===== src/rtl/audio_pwm_player.sv =====
// Purpose: buffers signed audio samples in a FIFO and replays them as PWM, one sample per SAMPLE_DIV clocks.
// Latency: a popped sample drives the duty from the next cycle; pwm_out follows counter/duty by one cycle.
// Backpressure: none upstream; a sample arriving at a full FIFO with no pop that cycle is dropped and flagged.
module audio_pwm_player #(
  parameter int SAMPLE_DIV  = 1024,
  parameter int PWM_BITS    = 8,
  parameter int FIFO_DEPTH  = 16,
  parameter int PRIME_LEVEL = 8
) (
  input  logic                          clk_25mhz,
  input  logic                          reset_n,
  input  logic [15:0]                   sample_in,
  input  logic                          sample_valid,
  input  logic                          enable,
  input  logic                          flags_clear,
  output logic                          pwm_out,
  output logic [$clog2(FIFO_DEPTH):0]   fifo_count,
  output logic                          playing,
  output logic                          overflow,
  output logic                          underflow
);

  localparam int TICK_W = $clog2(SAMPLE_DIV);
  localparam int PTR_W  = $clog2(FIFO_DEPTH);
  localparam int CNT_W  = PTR_W + 1;

  localparam logic [PWM_BITS-1:0] DUTY_MID  = {1'b1, {(PWM_BITS-1){1'b0}}};
  localparam logic [TICK_W-1:0]   TICK_LAST = TICK_W'(SAMPLE_DIV - 1);
  localparam logic [CNT_W-1:0]    PRIME_CNT = CNT_W'(PRIME_LEVEL);
  localparam logic [CNT_W-1:0]    FULL_CNT  = CNT_W'(FIFO_DEPTH);

  typedef enum logic [1:0] {ST_IDLE, ST_PRIME, ST_PLAY} state_e;

  state_e                state_q, state_d;
  logic [TICK_W-1:0]     tick_q, tick_d;
  logic [PWM_BITS-1:0]   duty_q, duty_d;
  logic                  pwm_q, pwm_d;
  logic                  ovf_q, ovf_d;
  logic                  unf_q, unf_d;

  // Sample FIFO storage and bookkeeping
  logic [15:0]           mem_q [FIFO_DEPTH];
  logic [PTR_W-1:0]      wr_ptr_q, wr_ptr_d;
  logic [PTR_W-1:0]      rd_ptr_q, rd_ptr_d;
  logic [CNT_W-1:0]      count_q, count_d;

  logic                  fifo_full, fifo_empty;
  logic                  fifo_push, fifo_pop, fifo_flush;
  logic [15:0]           fifo_head;
  logic                  start_play, sample_tick;
  logic                  ovf_set, unf_set;

  // Offset-binary conversion: flip the sign bit and keep the top PWM_BITS bits.
  function automatic logic [PWM_BITS-1:0] to_duty(input logic [15:0] s);
    logic [15:0] ob;
    ob = {~s[15], s[14:0]};
    return ob[15 -: PWM_BITS];
  endfunction

  assign fifo_full  = (count_q == FULL_CNT);
  assign fifo_empty = (count_q == '0);
  assign fifo_head  = mem_q[rd_ptr_q];
  assign fifo_count = count_q;
  assign pwm_out    = pwm_q;
  assign overflow   = ovf_q;
  assign underflow  = unf_q;

  // Pop/push/flush decisions; disabling the player flushes and suppresses all traffic.
  always_comb begin
    start_play  = (state_q == ST_PRIME) && (count_q >= PRIME_CNT);
    sample_tick = (state_q == ST_PLAY) && (tick_q == TICK_LAST);
    fifo_flush  = !enable;
    fifo_pop    = enable && !fifo_empty && (start_play || sample_tick);
    // A pop in the same cycle frees the slot, so a full FIFO still accepts the write.
    fifo_push   = enable && sample_valid && (!fifo_full || fifo_pop);
    ovf_set     = enable && sample_valid && fifo_full && !fifo_pop;
    unf_set     = enable && sample_tick && fifo_empty;
  end

  // FIFO pointer and occupancy next state
  always_comb begin
    wr_ptr_d = wr_ptr_q;
    rd_ptr_d = rd_ptr_q;
    count_d  = count_q;
    if (fifo_flush) begin
      wr_ptr_d = '0;
      rd_ptr_d = '0;
      count_d  = '0;
    end else begin
      if (fifo_push) wr_ptr_d = wr_ptr_q + PTR_W'(1);
      if (fifo_pop)  rd_ptr_d = rd_ptr_q + PTR_W'(1);
      if (fifo_push && !fifo_pop)      count_d = count_q + CNT_W'(1);
      else if (fifo_pop && !fifo_push) count_d = count_q - CNT_W'(1);
    end
  end

  // FSM next state: enable low always returns to IDLE
  always_comb begin
    state_d = state_q;
    if (!enable) begin
      state_d = ST_IDLE;
    end else begin
      case (state_q)
        ST_IDLE:  state_d = ST_PRIME;
        ST_PRIME: if (start_play) state_d = ST_PLAY;
        ST_PLAY:  if (sample_tick && fifo_empty) state_d = ST_PRIME;
        default:  state_d = ST_IDLE;
      endcase
    end
  end

  // FSM outputs
  always_comb begin
    playing = (state_q == ST_PLAY);
  end

  // Tick/duty/PWM/flag next state
  always_comb begin
    // The counter is zeroed when playback is abandoned, then free-runs in IDLE
    // so the idle output is still a midscale square wave.
    if (!enable && state_q != ST_IDLE) tick_d = '0;
    else if (start_play)               tick_d = '0;
    else if (tick_q == TICK_LAST)      tick_d = '0;
    else                               tick_d = tick_q + TICK_W'(1);

    if (!enable)       duty_d = DUTY_MID;
    else if (fifo_pop) duty_d = to_duty(fifo_head);
    else if (unf_set)  duty_d = DUTY_MID;
    else               duty_d = duty_q;

    pwm_d = (tick_q[PWM_BITS-1:0] < duty_q);

    // A set event in the same cycle beats a clear request.
    if (ovf_set)          ovf_d = 1'b1;
    else if (flags_clear) ovf_d = 1'b0;
    else                  ovf_d = ovf_q;

    if (unf_set)          unf_d = 1'b1;
    else if (flags_clear) unf_d = 1'b0;
    else                  unf_d = unf_q;
  end

  // State register and all resettable control/datapath registers
  always_ff @(posedge clk_25mhz or negedge reset_n) begin
    if (!reset_n) begin
      state_q  <= ST_IDLE;
      tick_q   <= '0;
      duty_q   <= DUTY_MID;
      pwm_q    <= 1'b0;
      ovf_q    <= 1'b0;
      unf_q    <= 1'b0;
      wr_ptr_q <= '0;
      rd_ptr_q <= '0;
      count_q  <= '0;
    end else begin
      state_q  <= state_d;
      tick_q   <= tick_d;
      duty_q   <= duty_d;
      pwm_q    <= pwm_d;
      ovf_q    <= ovf_d;
      unf_q    <= unf_d;
      wr_ptr_q <= wr_ptr_d;
      rd_ptr_q <= rd_ptr_d;
      count_q  <= count_d;
    end
  end

  // FIFO storage write; contents need no reset because occupancy gates every read
  always_ff @(posedge clk_25mhz) begin
    if (fifo_push) mem_q[wr_ptr_q] <= sample_in;
  end

endmodule


===== config.mk =====
export PLATFORM = sky130hd
export DESIGN_NAME = audio_pwm_player
export DESIGN_NICKNAME = d
export VERILOG_FILES = /design/src/rtl/audio_pwm_player.sv
export SDC_FILE = /design/constraint.sdc
export NUM_CORES = 1
export LEC_CHECK = 0
export ABC_CLOCK_PERIOD_IN_PS = 7200
export BUFFER_PORTS_ARGS = -buffer_cell sky130_fd_sc_hd__buf_2
export CAP_MARGIN = 10
export CELL_PAD_IN_SITES_DETAIL_PLACEMENT = 1
export CELL_PAD_IN_SITES_GLOBAL_PLACEMENT = 2
export CORE_ASPECT_RATIO = 1.1
export CORE_UTILIZATION = 49
export DETAILED_ROUTE_END_ITERATION = 16
export GPL_TIMING_DRIVEN = 0
export PLACE_DENSITY_LB_ADDON = 0.1
export SETUP_SLACK_MARGIN = 0.2
export SLEW_MARGIN = 20
export SYNTH_ARGS = -nofsm -noshare
export SYNTH_HDL_FRONTEND = slang
export SYNTH_SLANG_ARGS = --single-unit

===== constraint.sdc =====
create_clock -name clk_25mhz -period 7.2 [get_ports clk_25mhz]
set_clock_uncertainty 0.1 [all_clocks]
set_input_delay 0.72 -clock clk_25mhz [delete_from_list [all_inputs] [get_ports clk_25mhz]]
set_output_delay 0.72 -clock clk_25mhz [all_outputs]
set_load 0.01 [all_outputs]

**Word level (Yosys, flattened, before mapping)**

Memory sizes are Yosys's and may differ from the RTL's.
Cells that the tools add are included.

- Add/sub/neg operators: 5
- $mul: 0
- Divide/modulo/power cells: 0
- Magnitude comparators: 2
- Eq/ne operators: 10
- Shift operators: 0
- Muxes and demuxes: 22
- Bitwise gates (word level): 1
- Reductions and logical operators: 27

Operators by type and width:

| kind | count |
|---|---|
| two-way mux 10 bit | 3 |
| two-way mux 8 bit | 3 |
| two-way mux 4 bit | 4 |
| two-way mux 5 bit | 3 |
| logical AND 1 bit | 14 |
| adder 10 x 1 -> 10 bit, second input constant | 1 |
| == test 10 bit, second input constant | 1 |
| adder 4 x 1 -> 4 bit, second input constant | 2 |
| less-than comparator 8 bit | 1 |
| two-way mux 2 bit | 3 |
| != test 3 x 1 -> 1 bit, second input constant | 2 |
| one-hot mux 2 bit (3 select lines) | 1 |
| nonzero test 2 bit | 3 |
| adder 5 x 1 -> 5 bit, second input constant | 1 |
| == test 5 bit, second input constant | 1 |
| >= comparator 5 x 4 -> 1 bit, second input constant | 1 |
| logical NOT 1 bit | 5 |
| logical NOT 5 bit | 1 |
| two-way mux 1 bit | 5 |
| subtractor 5 x 1 -> 5 bit, second input constant | 1 |
| != test 2 x 1 -> 1 bit, second input constant | 2 |
| != test 3 x 2 -> 1 bit, second input constant | 1 |
| != test 3 bit, second input constant | 1 |
| == test 2 x 1 -> 1 bit, second input constant | 1 |
| other kinds (5) | 6 |

- Flip-flop bits (word level): 36
- Latch bits: 0
- Memory bits (writable): 256
- ROM bits: 0
- Bits of input ports: 21
- Output and inout bits: 9
- Word-level logic and storage cells: 77
- Memories kept: 1

Memories:

| memory | words | width | read ports | clocked after memory_dff | write ports | RTL line | RTL |
|---|---|---|---|---|---|---|---|
| mem_q | 16 | 16 | 1 | 0 | 1 | 42 | `logic [15:0] mem_q [FIFO_DEPTH];` |

**Depth between registers and ports, before layout**

- Depth after elaboration: 11
- Mapped depth: 13
- Depth with buffers taken out: 11

**Worst setup path after synthesis**

Ideal clock, no wire load.

- Path type: register -> register
- Start: register tick_q[0]
- End: register count_q[4], in the netlist fifo_count[4]
- Library setup time: 0.082 ns
- Arrival: 2.873 ns
- Required time: 7.018 ns
- Path slack: 4.145 ns
- Stages on the path, launching flop included: 14
- Buffers on the path: 2
- Period minus slack after synthesis: 3.055 ns
- Path through: dfrtp_1 > ha_1 > and3_1 > buf_2 > and4_1 > buf_4 > o31ai_1 > nand2_1 > fa_1 > nand3_1 > nand2_1 > a2111o_1 > a21o_1 > a31oi_1

- Word-level cells in the longest chain between the ends: 9
- Elaborated cells between the ends (all ways): 13
- Those cells by class: 2 x eq/ne; 2 x mux; 9 x reduce/logical

Ends and longest elaborated chain:

| what | RTL line | RTL |
|---|---|---|
| start, declared | 35 | `logic [TICK_W-1:0] tick_q, tick_d;` |
| start signal, assigned | 157 | `tick_q <= tick_d;` |
| == test 10 bit (*) | 71 | `sample_tick = (state_q == ST_PLAY) && (tick_q == TICK_LAST);` |
| logical AND 1 bit (*) | 71 |  |
| logical OR 1 bit (*) | 73 | `fifo_pop = enable && !fifo_empty && (start_play \|\| sample_tick);` |
| logical AND 1 bit (*) | 73 |  |
| logical OR 1 bit | 75 | `fifo_push = enable && sample_valid && (!fifo_full \|\| fifo_pop);` |
| logical AND 1 bit | 75 |  |
| logical NOT 1 bit or logical AND 1 bit (tied branches) | 93, 92 |  |
| logical AND 1 bit or two-way mux 5 bit (tied branches) | 93, 92 |  |
| != test 3 x 1 -> 1 bit (no source line) or two-way mux 5 bit (tied branches) | n/a |  |
| end signal, assigned | 164 | `count_q <= count_d;` |
| end, declared | 45 | `logic [CNT_W-1:0] count_q, count_d;` |

Mark *: on every way between the ends. The rest lies on a longest branch, timed or not.
A chain may end at the register's enable or synchronous reset.

**Final worst setup path**

Ends and elaborated chain as after synthesis.

==> results.py <==
metrics = {
    "synth": {
        "yosys-top-cells-count": "128 x edfxtp_1, 35 x dfrtp_1, 19 x mux4_1, 19 x nor2_1, 19 x nor2b_1",
        "yosysUniqueCellTypes": 60,
        "yosys.area.top_type_share_pct": 53.1,
        "synth_most_common_cell": "edfxtp_1",
        "ys_seq_elements": 164,
        "synthCells": 451,
        "yosys_warnings": 0,
        "synth_nets": 490,
        "synth_area_um2": 7240,
        "ys_top_cells_by_area": "edfxtp_1 53%, dfrtp_1 12%, mux4_1 6.9%, ha_1 2.9%, mux2i_1 1.8%",
        "avgSynthCellArea_um2": 16.1,
        "ys_seq_area_share_pct": 65.5,
        "synth_top_flop_cell": "edfxtp_1",
        "yosys.area.top_type": "edfxtp_1",
        "synth-edff-count": 128,
        "ys_async_sr_fraction_pct": 22.0,
    },
    "sta": {
        "period_needed_ns": 3.41,
        "setup_viol": 0,
        "fmax_mhz": 294,
        "timing.setup.tns_ns": 0,
        "finalCritPeriodShare_pct": 47.3,
        "hold_viol_final": 0,
        "max-slew-margin-rel_pct": 42.2,
        "grt_setup_unrepaired": "no",
        "report.final.slew_viol_count": 0,
        "tightest_slew_ns": 0.845,
    },
    "power": {
        "pwr-share-comb_pct": 20.2,
        "max-vdd-ir-drop_uv": 223,
        "p_seq_share_pct": 41.9,
        "swShare_pct": 27.4,
        "p_int_mw": 1.94,
        "cellLeakagePower_nw": 2.95,
        "finalPower_mw": 2.68,
        "p_per_area_nw_per_um2": 322,
        "p_clk_share_pct": 37.9,
        "p_switching_mw": 0.735,
    },
    "floorplan": {
        "dieArea_um2": 15300,
        "die_h_um": 130,
        "dieWidth_um": 118,
        "core-area_um2": 14400,
        "io_pins": 30,
        "rows": 46,
        "start_util_pct": 50.1,
    },
    "setup_path": {
        "startpoint_type": "flop",
        "arrival_ns": 3.65,
        "worst_ep_required_time_ns": 7.45,
        "timing.reg2reg.setup_slack_ns": 3.79,
        "worstSetupPathType": "flop to flop",
        "cp-end-kind": "flop",
        "worst-path-max-fanout": 7,
        "r2r_cells": 13,
    },
    "clock_network": {
        "cts.sinks": 164,
        "h-tree-depth": 4,
        "cts_tree": "yes",
        "numCtsBuffers": 17,
        "clk_latency_ns": 0.43,
        "ctsLongestPathBuffers": 2,
        "post_cts_buffers": 0,
        "cts-resized-gates": 0,
        "cts-root-buf": "clkbuf_16",
        "cts.hold.buffers_added": 0,
        "cts.clk_slew.worst_paths_ns": 0.07,
    },
    "grt": {
        "grt-ovfl-total": 0,
        "grt_max_degree": 37,
        "track_usage_pct": 22.6,
        "antenna_found_initial": 0,
        "grt_pass1_vias": 4443,
        "grt_pass1_wl_um": 24800,
    },
    "cells_and_area": {
        "drive_gt1_share_pct": 19.3,
        "antenna_cells": 0,
        "fin_area_um2": 8310,
        "syn_to_final_growth_pct": 14.8,
        "fin_cells": 700,
        "fin_nets": 534,
        "nFillCells": 1359,
    },
    "detailed_routing": {
        "drtIter0Drc": 189,
        "drt-vias-per-instance": 5.80,
        "drc": 0,
        "routed-via-count": 4059,
        "drt_pass1_iterations": 4,
        "antenna_left": 0,
        "wl_um": 15900,
        "routedWlPerCell_um": 22.7,
    },
    "flow_run": {
        "drv_cap": 0,
    },
    "hold_path": {
        "hold_path.class": "primary input to async pin",
    },
    "placement": {
        "place_inst": 668,
        "dpl.hpwl_um": 10900,
        "place_area_um2": 7640,
        "port_buffers": 21,
        "gp_congestion": 0.757,
    },
    "status": {
        "status": "finished, final reports clean",
    },
}
cell type report:
cell class	count	area, um2	area share (%)
flip-flops and latches	164	4750	57.1
clock buffers	17	425	5.12
inverters	16	60.1	0.723
plain buffers	21	139	1.67
well taps	192	240	2.89
repair buffers	25	135	1.63
clock inverters	15	243	2.92
multi-input cells	250	2320	28.0
per-stage QoR:
stage	worst slack, ns	util [%]	hold slack [ns]
2_1_floorplan	4.15	-	0.324
3_3_place_gp	3.65	52.5	0.369
3_5_place_dp	3.83	52.9	0.374
4_1_cts	3.80	57.5	0.327
5_1_grt	3.54	57.5	0.353
6_report	3.79	57.5	0.308
worst paths after layout:
path / start / end
worst max-delay path: tick_q[0]$_DFF_PN0_ / fifo_count[4]$_DFFE_PN0P_
worst min-delay path: reset_n / tick_q[7]$_DFF_PN0_
worst max register to register: tick_q[0]$_DFF_PN0_ / fifo_count[4]$_DFFE_PN0P_
worst min register to register: underflow$_DFFE_PN0P_ / underflow$_DFFE_PN0P_
max in group asynchronous: reset_n / rd_ptr_q[0]$_DFFE_PN0P_
min in group clk_25mhz: underflow$_DFFE_PN0P_ / underflow$_DFFE_PN0P_
routing by layer:
metal	wire length, um	track usage (%)	share of wire [%]	vias up
li1	-	-	-	1859
met1	6950	27.4	44	2118
met2	8320	40.5	52	63
met3	429	3.70	2.7	19
met4	210	9.28	1.3	0
met5	0	0	0	-
worst max-delay path, cell delays in order, from the launching register on:
cell	delay, ns
dfrtp_1	0.43
ha_1	0.24
and3_1	0.18
buf_2	0.15
and4_1	0.18
buf_4	0.17
o31ai_1	0.28
nand2_1	0.23
fa_1	0.45
nand3_1	0.10
nand2_1	0.10
a2111o_1	0.40
a21o_1	0.19
a31oi_1	0.12
cells by family (layout without fill, tap and decap cells):
kind of cell	count (synthesis)	count (layout)	synth area share (%)
xor+xnor	13	13	1.57
simple gates	106	106	8.71
buf+inv	37	94	2.75
flops	164	164	65.5
mux	46	46	11.6
compound gates	67	67	6.60
fa+ha+maj	18	18	3.21
power groups by stage:
stage / logic [mW] / registers, mW / clock network, mW
after detailed placement: 0.548 / 1.14 / 0
after global routing: 0.599 / 1.13 / 1.06
after CTS: 0.552 / 1.12 / 1.03
after floorplan: 0.393 / 1.13 / 0
after global placement: 0.526 / 1.14 / 0
final: 0.541 / 1.12 / 1.02
state kept, by name, summed over array words and instances, names as in the netlist:
register and cells:
mem_q 128, tick_q 10, duty_q 8, fifo_count 5, rd_ptr_q 4, wr_ptr_q 4, state_q 2, overflow 1
pwm_out 1, underflow 1
placed cells by master, fill, tap and decap left out, types with 3 or more instances in the layout:
| cell | instances |
|---|---|
| o21a_1 | 3 |
| mux2i_1 | 13 |
| mux2_2 | 9 |
| o21ai_0 | 8 |
| nor2_1 | 19 |
| ha_1 | 17 |
| nor4b_2 | 4 |
| a211oi_1 | 9 |
| buf_4 | 7 |
| a21oi_1 | 17 |
| nand4_1 | 5 |
| mux4_1 | 19 |
| mux4_2 | 5 |
| edfxtp_1 | 128 |
| inv_6 | 6 |
| clkbuf_16 | 17 |
| nand2_1 | 17 |
| nor2b_1 | 19 |
| xnor2_1 | 6 |
| nand3_1 | 7 |
| clkbuf_1 | 7 |
| and2_1 | 14 |
| inv_1 | 15 |
| bufinv_16 | 5 |
| dfrtp_1 | 35 |
| a2111oi_0 | 9 |
| xor2_1 | 7 |
| buf_2 | 28 |
| o32ai_1 | 6 |
| nand2b_1 | 4 |
| and4_1 | 3 |
Power figures use the tool's default switching activity.
